<file path="config.mk">
export PLATFORM = sky130hd
export DESIGN_NAME = dmem_arbiter
export DESIGN_NICKNAME = d
export VERILOG_FILES = /design/src/rtl/dmem_arb_pkg.sv /design/src/rtl/dmem_arb_prio.sv /design/src/rtl/dmem_arbiter.sv
export SDC_FILE = /design/constraint.sdc
export NUM_CORES = 1
export LEC_CHECK = 0
export BUFFER_PORTS_ARGS = -buffer_cell sky130_fd_sc_hd__buf_2
export CELL_PAD_IN_SITES_DETAIL_PLACEMENT = 0
export CELL_PAD_IN_SITES_GLOBAL_PLACEMENT = 1
export CORE_ASPECT_RATIO = 0.5
export CORE_UTILIZATION = 25
export DETAILED_ROUTE_END_ITERATION = 10
export HOLD_SLACK_MARGIN = 0.12
export PLACE_DENSITY = 0.72
export SETUP_SLACK_MARGIN = 0.3
export SYNTH_ARGS = -nofsm -noshare
export SYNTH_HDL_FRONTEND = slang
export SYNTH_HIERARCHICAL = 1
export SYNTH_SLANG_ARGS = --single-unit
</file>
<file path="constraint.sdc">
create_clock -name clk -period 2.2 [get_ports clk]
set_clock_uncertainty 0.15 [all_clocks]
set_input_delay 0.66 -clock clk [delete_from_list [all_inputs] [get_ports clk]]
set_output_delay 0.66 -clock clk [all_outputs]
set_load 0.02 [all_outputs]
</file>
<file path="src/rtl/dmem_arb_pkg.sv">
// dmem_arb_pkg: shared FSM encoding, port ids and counter widths for the data-memory arbiter
package dmem_arb_pkg;
    typedef enum logic [1:0] {
        IDLE   = 2'd0,
        ACCESS = 2'd1,
        WAIT   = 2'd2,
        DONE   = 2'd3
    } state_t;
    localparam logic PORT_CPU = 1'b0;
    localparam logic PORT_DMA = 1'b1;
    localparam int LAT_W    = 3;
    localparam int STREAK_W = 4;
endpackage

</file>
<file path="src/rtl/dmem_arb_prio.sv">
// dmem_arb_prio: fixed CPU priority with a streak counter that forces the DMA port after STARVE_LIMIT wins
module dmem_arb_prio
    import dmem_arb_pkg::*;
#(
    parameter int STARVE_LIMIT = 4
) (
    input  logic clk,
    input  logic reset,
    input  logic m0_req,
    input  logic m1_req,
    input  logic grant,
    output logic winner
);
    logic [STREAK_W-1:0] streak;
    logic                at_limit;
    assign at_limit = streak == STREAK_W'(STARVE_LIMIT);
    assign winner   = m1_req && (!m0_req || at_limit) ? PORT_DMA : PORT_CPU;
    always_ff @(posedge clk) begin
        if (reset)
            streak <= '0;
        else if (grant)
            streak <= (winner == PORT_DMA || !m1_req) ? '0 : at_limit ? streak : streak + 1'b1;
    end
endmodule

</file>
<file path="src/rtl/dmem_arbiter.sv">
// dmem_arbiter: shares the single-port data RAM between the CPU MEM stage and a DMA engine
module dmem_arbiter
    import dmem_arb_pkg::*;
#(
    parameter int RD_LATENCY   = 1,
    parameter int STARVE_LIMIT = 4
) (
    input  logic        clk,
    input  logic        reset,
    input  logic        m0_req,
    input  logic        m0_we,
    input  logic [31:0] m0_addr,
    input  logic [31:0] m0_wdata,
    output logic [31:0] m0_rdata,
    output logic        m0_ack,
    output logic        m0_stall,
    input  logic        m1_req,
    input  logic        m1_we,
    input  logic [31:0] m1_addr,
    input  logic [31:0] m1_wdata,
    output logic [31:0] m1_rdata,
    output logic        m1_ack,
    output logic        m1_stall,
    output logic        mem_en,
    output logic        mem_we,
    output logic [31:0] mem_addr,
    output logic [31:0] mem_wdata,
    input  logic [31:0] mem_rdata,
    output logic        busy,
    output logic        grant_id
);
    state_t           state, state_nx;
    logic [LAT_W-1:0] cnt;
    logic             id;
    logic             grant;
    logic             winner;
    logic             last_beat;
    assign grant     = state == IDLE && (m0_req || m1_req);
    assign last_beat = state == WAIT && cnt == LAT_W'(1);
    dmem_arb_prio #(.STARVE_LIMIT(STARVE_LIMIT)) u_prio (
        .clk    (clk),
        .reset  (reset),
        .m0_req (m0_req),
        .m1_req (m1_req),
        .grant  (grant),
        .winner (winner)
    );
    always_ff @(posedge clk) begin
        if (reset)
            state <= IDLE;
        else
            state <= state_nx;
    end
    always_comb begin
        state_nx = state == IDLE   ? (grant ? ACCESS : IDLE) :
                   state == ACCESS ? (mem_we ? DONE : WAIT) :
                   state == WAIT   ? (last_beat ? DONE : WAIT) : IDLE;
    end
    always_comb begin
        mem_en   = state == ACCESS;
        busy     = state != IDLE;
        grant_id = busy ? id : PORT_CPU;
        m0_ack   = state == DONE && id == PORT_CPU;
        m1_ack   = state == DONE && id == PORT_DMA;
        m0_stall = m0_req && !m0_ack;
        m1_stall = m1_req && !m1_ack;
    end
    // The transaction latch doubles as the RAM bus, so it holds outside ACCESS.
    always_ff @(posedge clk) begin
        if (reset) begin
            id        <= PORT_CPU;
            mem_we    <= 1'b0;
            mem_addr  <= '0;
            mem_wdata <= '0;
            cnt       <= '0;
            m0_rdata  <= '0;
            m1_rdata  <= '0;
        end else begin
            if (grant) begin
                id        <= winner;
                mem_we    <= winner ? m1_we : m0_we;
                mem_addr  <= winner ? m1_addr : m0_addr;
                mem_wdata <= winner ? m1_wdata : m0_wdata;
            end
            if (state == ACCESS)
                cnt <= RD_LATENCY[LAT_W-1:0];
            else if (state == WAIT)
                cnt <= cnt - 1'b1;
            if (last_beat && id == PORT_CPU)
                m0_rdata <= mem_rdata;
            if (last_beat && id == PORT_DMA)
                m1_rdata <= mem_rdata;
        end
    end
endmodule
</file>
== Word level (Yosys, flattened, before mapping) ==
Index checks and enable logic that the tools add are counted.

* Bits of input ports: 166
* Flip-flop bits (word level): 139
* Output and inout bits: 136

* Bitwise operators: 1
* Reduce and logical (&&, ||, !) cells: 21
* Eq/ne operators: 6
* Add/subtract/negate cells: 2
* Muxes and demuxes: 15

{| class="wikitable"
|+ Operators by type and width
! cell !! number
|-
| $mux W32 || 2
|-
| $logic_and A1 B1 Y1 || 9
|-
| $mux W1 || 8
|-
| $mux W4 || 2
|-
| $mux W2 || 3
|-
| $add A4 B1 Y4 const B || 1
|-
| $eq A2 B2 Y1 const B || 2
|-
| $eq A4 B3 Y1 const B || 1
|-
| $logic_not A1 Y1 || 4
|-
| $reduce_bool A2 Y1 || 2
|-
| $eq A3 B1 Y1 const B || 1
|-
| $logic_or A1 B1 Y1 || 3
|-
| $sub A3 B1 Y3 const B || 1
|-
| $eq A2 B1 Y1 const B || 1
|-
| $logic_not A2 Y1 || 1
|-
| $ne A2 B2 Y1 const B || 1
|-
| $reduce_and A2 Y1 || 1
|-
| $reduce_or A2 Y1 || 1
|-
| $not A1 Y1 || 1
|}

== Logic depth before layout (Yosys ltp) ==
Gate-level depths: netlist (run 1).

* Word-level depth: 7
* Mapped depth: 9
* Gate-level depth less buffers: 6

== Modules after synthesis ==
The synthesis (run 1) kept the hierarchy.

{| class="wikitable"
|+ By module, submodules not included
! module !! cells each !! area each (um2) !! times used
|-
| dmem_arbiter || 541 || 5675.4 || 1
|-
| dmem_arb_prio || 27 || 237.7 || 1
|}

== Least setup slack after synthesis (run 1) ==
Ideal clock, no wire load.

* Kind: register to register
* From: reg u_prio.streak[0]
* To: reg mem_addr[22]
* Arrival time: 1.612 ns
* Buffers on the path: 3
* Cell stages (with the launch flop): 10
* Setup time: 0.115 ns
* Path slack: 0.323 ns
* Path through: dfxtp_1 > inv_1 > ha_1 > nand3b_1 > a21boi_0 > buf_2 > buf_6 > buf_2 > mux2i_1 > o2bb2ai_2

* Cells in the longest elaborated chain, start to end: 5

{| class="wikitable"
|+ Ends and longest elaborated chain
! what !! RTL line !! text
|-
| start, declared || dmem_arb_prio.sv:14 || <nowiki>logic [STREAK_W-1:0] streak;</nowiki>
|-
| start signal, assigned || dmem_arb_prio.sv:22 || <nowiki>streak <= (winner == PORT_DMA || !m1_req) ? '0 : at_limit ? streak : streak + 1'b1;</nowiki>
|-
| $eq A4 B3 Y1 || dmem_arb_prio.sv:16 || <nowiki>assign at_limit = streak == STREAK_W'(STARVE_LIMIT);</nowiki>
|-
| $logic_or A1 B1 Y1 || dmem_arb_prio.sv:17 || <nowiki>assign winner = m1_req && (!m0_req || at_limit) ? PORT_DMA : PORT_CPU;</nowiki>
|-
| $logic_and A1 B1 Y1 || dmem_arb_prio.sv:17 ||
|-
| $mux W1 || dmem_arb_prio.sv:17 ||
|-
| via winner || dmem_arbiter.sv:36 || <nowiki>logic winner;</nowiki>
|-
| $mux W32 || dmem_arbiter.sv:82 || <nowiki>mem_addr <= winner ? m1_addr : m0_addr;</nowiki>
|-
| end signal, assigned || dmem_arbiter.sv:82 ||
|-
| end, declared || dmem_arbiter.sv:26 || <nowiki>output logic [31:0] mem_addr,</nowiki>
|}

The timed path passes the listed nets, and every way through them passes these cells.
A chain may end at the register's enable or synchronous reset.

== Worst setup path in the final report (run 1) ==
* From: reg state[1]
* To: out m1_stall

* Cells in the longest elaborated chain, start to end: 4

{| class="wikitable"
|+ Ends and longest elaborated chain
! what !! RTL line !! text
|-
| start, declared || dmem_arbiter.sv:32 || <nowiki>state_t state, state_nx;</nowiki>
|-
| start signal, assigned || dmem_arbiter.sv:52 || <nowiki>state <= state_nx;</nowiki>
|-
| $eq A2 B2 Y1 || dmem_arbiter.sv:64 || <nowiki>m1_ack = state == DONE && id == PORT_DMA;</nowiki>
|-
| $logic_and A1 B1 Y1 || dmem_arbiter.sv:64 ||
|-
| $logic_not A1 Y1 || dmem_arbiter.sv:66 || <nowiki>m1_stall = m1_req && !m1_ack;</nowiki>
|-
| $logic_and A1 B1 Y1 || dmem_arbiter.sv:66 ||
|-
| end, declared || dmem_arbiter.sv:23 || <nowiki>output logic m1_stall,</nowiki>
|}

Every way passes these cells.

==> out/qor.csv, run 1 <==
stage,metric,value,unit
run,total of max-cap violations,0,
detailed_routing,via count,5276,
floorplan,die height,111,um
clock_tree,clock buffer depth,2,
clock_tree,CTS sink count,139,
synth,synthesis warning total,6,
pwr,Power Dens Cells,798,nW/um2
pwr,Peak VDD IR,0.428,mV
detailed_routing,DRC errors left,0,
min_path,Hold Path Class,register to register,
sta,relative slew slack,0.770,
clock_tree,CTS root buffer,clkbuf_16,
worst_setup_path,Worst setup startpoint,state[1],
worst_setup_path,"slowest stage delay, CP",0.36,ns
floorplan,die area,24300,um2
synth,Synth Instances,568,
clock_tree,"CTS clk-pin slew, worst paths",0.06,ns
sta,Final Critical Period,2.17,ns
grt,met3 usage,0.0357,
grt,first-pass GRT wire length,27200,um
synth,Post-Syn Area,5910,um2
worst_setup_path,worst r2r src,u_prio/streak[0],
clock_tree,CTS tree,done,
run_status,status,"finished, final reports clean",
sta,final-report setup violation count,0,
layout,final core occ,0.379,
detailed_routing,Total Wirelength,18100,um
grt,initial antenna violation count,1,
grt,number of global-route vias before repair,5242,
worst_setup_path,FF-to-FF End,mem_addr[0],
synth,"Seq/Total Area, Yosys",0.471,
placed_design,GP Congestion,0.861,
synth,syn avg cell area,10.4,um2
grt,grt peak-use layer,met2,
clock_tree,CTS Buf Count,17,
detailed_routing,mean number of vias per cell,4.42,
floorplan,die width,219,um
worst_setup_path,worst-path cell chain,ha_4 > and2_4 > nor2b_1 > buf_4,
synth,share of Yosys cell area claimed by the top area cell type,0.471,
synth,leading area contributor after synthesis,dfxtp_1,
sta,Final Hold Fails,0,
synth,Post-synth EDFFs,0,
worst_setup_path,Slowest cell on crit path,dfxtp_4,
grt,M1 GR Usage,0.165,
worst_setup_path,critical path buffer and inverter count,1,
layout,area grow syn2layout,47.4,%
grt,largest net degree at the start of global routing,74,
worst_setup_path,kind of critical path,register to output pin,
floorplan,core area,23000,um2
floorplan,Initial Utilization,0.257,
sta,Final Max Slew Viols,0,
worst_setup_path,CP arrival,1.36,ns
sta,final worst path period share,0.984,
placed_design,Buffers on Ports,301,
detailed_routing,ANT nets after route,0,
worst_setup_path,Worst path depth,4,
synth,largest cells by area after synthesis,"dfxtp_1 (47%), o2bb2ai_2 (13%), mux2i_1 (11%)",
worst_setup_path,Worst setup endpoint,m1_stall,
floorplan,I/O pins,302,
layout,Nets,1048,
synth,syn_nets,742,
worst_setup_path,Worst setup SP type,register,
detailed_routing,initial DRC count,242,
worst_setup_path,critical path's top delay family,flip-flops,
worst_setup_path,CP required,1.39,ns
clock_tree,Clock Latency Late Sink,0.43,ns
grt,global route overflow,0,
detailed_routing,drt wl/cell,15.1,um
worst_setup_path,crit path max fanout,3,
grt,gr usage total,0.144,
sta,Setup TNS,0,ns
clock_tree,H-Tree Level Count,4,
sta,RSZ-0062 raised after global routing,true,
sta,FMAX,462,MHz
grt,met2 Use GR,0.244,
synth,Seq cells post-synth,139,
pwr,Leak Pwr,3.80,nW
detailed_routing,drt pass-1 iters,4,
synth,Netlist cell types,37,
worst_setup_path,CP Capture Type,output pin,
sta,Tightest Pin Transition,0.337,ns
placed_design,DP HPWL,12000,um
synth,ys async rst share,0,
synth,"Top FF cell, synth",dfxtp_1,
worst_setup_path,R2R depth,8,
layout,share of layout cells above drive strength 1,0.493,
floorplan,FP Rows,39,
worst_setup_path,R2R Setup Slk,0.33,ns
[state kept, by name, indices dropped and copies added (netlist names)]
register and cells:
m0_rdata 32, m1_rdata 32, mem_addr 32, mem_wdata 32, u_prio/streak 4, cnt 3
state 2, id 1, mem_we 1
[through the flow]
stage	setup slack, ns	cell area, um2	std cells	power (mW)	hold WS [ns]
after CTS	0.00598	8470	1182	6.99	0.289
after global placement	0.185	7690	1146	3.85	0.290
after global routing	-0.0514	8710	1194	7.27	0.301
final	0.0346	8710	1194	6.95	0.299
after detailed placement	0.178	7690	1146	3.87	0.293
after floorplan	0.323	5910	568	3.46	0.307
[final cells by class]
type                    count  area [um2]
clock inverters            10         166
inverters                   7        31.3
well taps                 307         384
flip-flops and latches    139        2800
diodes                      1        2.50
clock buffers              21         450
repair buffers            332        1980
multi-input cells         377        2900
fillers                  2322       14300
[worst min-delay path by stage]
stage	start	endpoint	slack, ns	cells past startpoint
floorplan	cnt[1]	cnt[1]	0.31	2
global placement	m1_rdata[23]	m1_rdata[23]	0.29	2
detailed placement	mem_wdata[31]	mem_wdata[31]	0.29	1
CTS	mem_rdata[30]	m0_rdata[30]	0.29	3
global route	mem_rdata[22]	m1_rdata[22]	0.30	3
finish	m1_rdata[22]	m1_rdata[22]	0.30	2
[cell families (layout without fill, tap and decap cells)]
family	after synthesis	in the layout	share of synthesized area
other cells	0	1	0
compound gates	139	139	0.216
xor+xnor	1	1	0.00148
flops	139	139	0.471
simple gates	163	163	0.121
fa+ha+maj	8	8	0.0169
buf+inv	52	370	0.0628
mux	66	66	0.112
[per-layer routing]
metal / vias to the layer above / part of all wire
met3: 24 / 0.049
met5: - / 0
li1: 2612 / -
met2: 140 / 0.50
met4: 0 / 0.025
met1: 2500 / 0.43
[what timing repair did]
| item | 4_1_cts | 5_1_grt |
|---|---|---|
| cloned | 2 | 4 |
| setup buffers | 3 | 7 |
| hold buffers | 0 | 0 |
| setup endpoints to repair | 64 | 59 |
| pin swaps | 2 | 4 |
| gates resized for setup | 20 | 28 |
[where the power goes]
part	total, mW	internal, mW	switching (mW)	leakage (nW)
Sequential	2.77	2.67	0.104	1.14
Combinational	1.14	0.507	0.637	2.37
Clock	3.04	1.92	1.11	0.294
[worst reg2reg max path, delay by kind of cell, from the launching register on]
kind                     cells  cell delay (ns)
AO/OA/AOI/OAI                2             0.29
adder cells (fa/ha/maj)      1             0.11
buffers and inverters        3             0.44
flip-flops                   1             0.36
multiplexers                 1             0.27
AND/OR/NAND/NOR              1             0.15
[Yosys cell counts (3+ instances only)]
library cell,number
dfxtp_1,139
nand2_1,130
a21oi_1,68
mux2i_1,66
o2bb2ai_2,50
buf_6,18
buf_2,15
o2bb2ai_1,15
ha_1,8
inv_1,7
clkbuf_1,5
nor2_1,5
nor2b_1,4
buf_4,3
clkbuf_4,3
nand2b_1,3
nand4b_1,3
[layout by cell type, fill, tap and decap left out, types with 4 or more instances in the layout]
cell type    n
buf_2      296
dfxtp_1    133
nand2_1    130
a21oi_1     68
mux2i_1     58
o2bb2ai_2   50
clkbuf_16   20
buf_4       18
o2bb2ai_1   15
buf_12       8
inv_1        5
mux2i_2      5
nor2_1       5
ha_1         4
ha_4         4
bufinv_16    4
buf_6        4
dfxtp_4      4
No activity file was read; power rests on OpenSTA's default activity.
==> inputs of run 2 (changes only) <==
--- a/config.mk
+++ b/config.mk
@@ -8,7 +8,7 @@
 export BUFFER_PORTS_ARGS = -buffer_cell sky130_fd_sc_hd__buf_2
 export CELL_PAD_IN_SITES_DETAIL_PLACEMENT = 0
 export CELL_PAD_IN_SITES_GLOBAL_PLACEMENT = 1
-export CORE_ASPECT_RATIO = 0.5
+export CORE_ASPECT_RATIO = 0.6
 export CORE_UTILIZATION = 25
 export DETAILED_ROUTE_END_ITERATION = 10
 export HOLD_SLACK_MARGIN = 0.12
==> run 2 against run 1 <==
Net effect: non-clock buffer count down 6; sequential cell count is the same; critical path depth fell by 1; largest cell class unchanged; sequential power about the same; cell count up 0.25%; largest power group unchanged; worst hold slack barely moved; die area is essentially flat; core utilization shrank 0.48 points.
==> out/qor.csv, run 2 (synthesis results as in run 1) <==
stage,metric,value,unit
layout,"most common cell after layout, fill and taps aside",buf_2,
detailed_routing,Total Wirelength,17900,um
worst_setup_path,crit path max fanout,6,
worst_setup_path,Worst setup SP type,register,
pwr,Power Dens Cells,798,nW/um2
grt,initial antenna violation count,1,
floorplan,FP Rows,43,
detailed_routing,initial DRC count,164,
detailed_routing,drt pass-1 iters,4,
placed_design,pre-CTS WS,0.189,ns
worst_setup_path,worst r2r src,u_prio/streak[0],
placed_design,DP HPWL,12200,um
clock_tree,CTS Buf Count,17,
pwr,PnR Total Power,6.91,mW
min_path,hold path start,m0_rdata[0],
clock_tree,CTS tree,done,
floorplan,I/O pins,302,
floorplan,die width,201,um
detailed_routing,drt wl/cell,14.9,um
grt,largest net degree at the start of global routing,53,
sta,FMAX,467,MHz
sta,Tightest Pin Transition,0.566,ns
sta,Final Critical Period,2.14,ns
detailed_routing,mean number of vias per cell,4.34,
worst_setup_path,Worst setup startpoint,state[1],
clock_tree,Clock Latency Late Sink,0.42,ns
layout,Nets,1042,
worst_setup_path,CP Capture Type,output pin,
sta,Final Hold Fails,0,
layout,area grow syn2layout,46.4,%
clock_tree,CTS root buffer,clkbuf_16,
worst_setup_path,CP required,1.39,ns
layout,final core occ,0.374,
worst_setup_path,worst-path cell chain,inv_1 > ha_2 > buf_2,
run_status,status,"finished, final reports clean",
floorplan,die height,121,um
grt,number of global-route vias before repair,5033,
pwr,Leak Pwr,3.77,nW
min_path,Hold Path Class,register to register,
grt,global route overflow,0,
detailed_routing,DRC errors left,0,
grt,gr usage total,0.145,
sta,final worst path period share,0.974,
pwr,Peak VDD IR,0.517,mV
worst_setup_path,R2R depth,8,
detailed_routing,via count,5195,
layout,"commonest cells after routing, fill and taps aside","buf_2 (296), dfxtp_1 (135), nand2_1 (130)",
clock_tree,CTS sink count,139,
sta,PnR worst setup slack,0.0573,ns
detailed_routing,ANT nets after route,0,
worst_setup_path,CP arrival,1.33,ns
sta,final-report setup violation count,0,
clock_tree,"CTS clk-pin slew, worst paths",0.06,ns
run,total of max-cap violations,0,
clock_tree,clock buffer depth,2,
worst_setup_path,Slowest cell on crit path,dfxtp_4,
layout,share of layout cells above drive strength 1,0.493,
min_path,Hold Path Cell Cnt,2,
floorplan,core area,23100,um2
grt,first-pass GRT wire length,27100,um
sta,RSZ-0062 raised after global routing,true,
worst_setup_path,"slowest stage delay, CP",0.36,ns
placed_design,GP Congestion,0.776,
floorplan,Initial Utilization,0.256,
clock_tree,H-Tree Level Count,4,
clock_tree,CTS hold repair buffers,0,
sta,Final Max Slew Viols,0,
worst_setup_path,kind of critical path,register to output pin,
sta,relative slew slack,0.623,
floorplan,die area,24300,um2
placed_design,Buffers on Ports,301,
==> run 2: repair_timing <==
action                     4_1_cts  5_1_grt
gates cloned                     2        3
resized for setup               14       27
pin swaps                        2        1
setup endpoints to repair       10       99
setup buffers                    2        3
==> run 2: power breakdown <==
| group | internal, mW | switching (mW) | total, mW |
|---|---|---|---|
| Sequential | 2.67 | 0.104 | 2.77 |
| Clock | 1.85 | 1.17 | 3.03 |
| Combinational | 0.493 | 0.623 | 1.12 |
==> run 2: through the flow <==
step                      setup TNS, ns  cell area [um2]  hold WS [ns]  std cells
after CTS                             0             8460         0.299       1190
after global placement                0             7710         0.288       1154
final                                 0             8660         0.299       1197
after floorplan                       0             5910         0.307        568
after global routing            -0.0117             8660         0.317       1197
after detailed placement              0             7710         0.293       1154
==> run 2: metal layers <==
layer  up-vias  wire [um]  global-route usage
met5         -          0                   0
met4         0        264              0.0487
met3        15       1320              0.0532
met2       183       7760               0.217
met1      2380       8530               0.191
li1       2617          -                   -
==> run 2: cell type report <==
cell class | instances | area (um2)
diodes | 1 | 2.50
clock buffers | 19 | 453
clock inverters | 13 | 165
fillers | 2370 | 14500
inverters | 7 | 26.3
multi-input cells | 377 | 2900
flip-flops and latches | 139 | 2790
well taps | 315 | 394
repair buffers | 326 | 1930
==> run 2: worst paths after layout <==
path	endpoint	slack (ns)
worst min register to register	m0_rdata[0]	0.30
worst max register to register	mem_addr[12]	0.37
worst max-delay path	mem_en	0.06
worst min-delay path	m0_rdata[0]	0.30
==> run 2: worst max-delay path, delay by kind of cell, from the launching register on <==
kind                     cells  cell delay, ns
adder cells (fa/ha/maj)      1            0.25
buffers and inverters        2            0.30
flip-flops                   1            0.36
==> inputs of run 3 (changes only) <==
==> constraint.sdc (replaced) <==
create_clock -name clk -period 2.2 [get_ports clk]
set_clock_uncertainty 0.15 [all_clocks]
set_input_delay 0.44 -clock clk [delete_from_list [all_inputs] [get_ports clk]]
set_output_delay 0.44 -clock clk [all_outputs]
set_load 0.02 [all_outputs]
==> run 3 against run 2 <==
Net effect: clock power is 4% higher; global-route usage is 0.50 points higher; cell count is 7.4% higher; combinational power is 14% higher; core utilization is 4.2 points higher; sequential power hardly changed; critical endpoint is now m1_stall.
==> out/qor.csv, run 3 (synthesis results as in run 1) <==
stage,metric,value,unit
floorplan,Initial Utilization,0.256,
sta,final-report setup violation count,0,
worst_setup_path,crit path max fanout,3,
placed_design,Post-DP Area,7690,um2
detailed_routing,DRC errors left,0,
sta,Tightest Pin Transition,0.345,ns
sta,RSZ-0062 raised after global routing,true,
placed_design,placed insts,1153,
layout,antenna diode count,0,
pwr,Power Dens Cells,749,nW/um2
sta,Final Max Slew Viols,0,
grt,first-pass GRT wire length,28400,um
clock_tree,clock buffer depth,2,
layout,"commonest cells after routing, fill and taps aside","buf_2 (296), dfxtp_1 (134), nand2_1 (130)",
placed_design,Buffers on Ports,301,
clock_tree,CTS root buffer,clkbuf_16,
clock_tree,CTS sink count,139,
layout,fin cells,1285,
floorplan,die height,121,um
detailed_routing,mean number of vias per cell,4.33,
layout,share of layout cells above drive strength 1,0.456,
sta,final worst path period share,0.875,
run,total of max-cap violations,0,
grt,gr usage total,0.150,
placed_design,DP HPWL,12200,um
floorplan,FP Rows,43,
worst_setup_path,kind of critical path,register to output pin,
detailed_routing,drt wl/cell,15.2,um
clock_tree,H-Tree Level Count,4,
sta,Final Critical Period,1.92,ns
layout,Nets,1131,
floorplan,core area,23100,um2
worst_setup_path,CP required,1.61,ns
detailed_routing,drt pass-1 iters,4,
pwr,Peak VDD IR,0.446,mV
detailed_routing,initial DRC count,181,
sta,relative slew slack,0.764,
worst_setup_path,CP Capture Type,output pin,
worst_setup_path,Worst setup SP type,register,
sta,final hold slack,0.147,ns
grt,number of global-route vias before repair,5424,
worst_setup_path,worst-path cell chain,ha_4 > and2_4 > nor2b_1 > buf_4,
floorplan,I/O pins,302,
grt,initial antenna violation count,0,
worst_setup_path,Slowest cell on crit path,dfxtp_4,
layout,post-route cell area,9620,um2
run_status,status,"finished, final reports clean",
pwr,Leak Pwr,4.18,nW
floorplan,die width,201,um
sta,Final Hold Fails,0,
worst_setup_path,CP arrival,1.33,ns
layout,area grow syn2layout,62.7,%
sta,FMAX,520,MHz
detailed_routing,ANT nets after route,0,
layout,"most common cell after layout, fill and taps aside",buf_2,
floorplan,die area,24300,um2
clock_tree,Clock Latency Late Sink,0.42,ns
grt,largest net degree at the start of global routing,75,
clock_tree,"CTS clk-pin slew, worst paths",0.06,ns
clock_tree,CTS tree,done,
placed_design,GP Congestion,0.784,
grt,global route overflow,0,
pwr,PnR Total Power,7.21,mW
layout,FILL cells,2213,
clock_tree,CTS Buf Count,17,
min_path,Hold Path Class,input port to register,
worst_setup_path,"slowest stage delay, CP",0.36,ns
detailed_routing,Total Wirelength,19500,um
sta,Setup TNS,0,ns
detailed_routing,via count,5570,
==> run 3: path summary, 6_finish.rpt <==
check | to | slack [ns] | cells after the start | start
worst max-delay path | m1_stall | 0.28 | 4 | state[0]
worst min-delay path | mem_wdata[13] | 0.15 | 3 | m0_wdata[13]
worst max register to register | mem_wdata[24] | 0.30 | 9 | u_prio/streak[0]
worst min register to register | m1_rdata[27] | 0.30 | 2 | m1_rdata[27]
==> run 3: repair_timing <==
item                                   in CTS  in global routing
pin swaps                                   1                  5
setup endpoints to repair                  73                 91
gates cloned                                1                  5
setup buffers                               2                  9
hold buffers                               83                  0
endpoints found under the hold margin      96                  0
resized for setup                          16                 38
==> run 3: routing by layer <==
metal  part of all wire  track usage  routed length, um
met1               0.48        0.193               9280
met2               0.44        0.231               8650
met3              0.063       0.0510               1230
met4              0.017       0.0549                330
met5                  0            0                  0
==> run 3: cell type report <==
cell class / instances / area [um2] / share of cell area
clock buffers: 22 / 484 / 0.0503
repair buffers: 415 / 2840 / 0.295
clock inverters: 10 / 163 / 0.0169
multi-input cells: 377 / 2910 / 0.303
flip-flops and latches: 139 / 2800 / 0.291
well taps: 315 / 394 / 0.0410
inverters: 7 / 28.8 / 0.00299
==> run 3: power by group <==
group / switching [mW] / leakage, nW / internal (mW)
Sequential: 0.105 / 1.14 / 2.67
Combinational: 0.662 / 2.73 / 0.614
Clock: 1.14 / 0.312 / 2.02
Total: 1.90 / 4.18 / 5.30
==> run 3: per-stage QoR <==
step / utilization / worst slack (ns)
after CTS: 0.401 / 0.237
after global routing: 0.416 / 0.203
after floorplan: - / 0.323
after detailed placement: 0.332 / 0.0693
final: 0.416 / 0.275
after global placement: 0.332 / 0.117
==> run 3: worst max-delay path: cells and delay by family (launching register included) <==
| kind | cells | cell delay (ns) |
|---|---|---|
| fa+ha+maj | 1 | 0.16 |
| flops | 1 | 0.36 |
| simple gates | 2 | 0.25 |
| buf+inv | 1 | 0.15 |
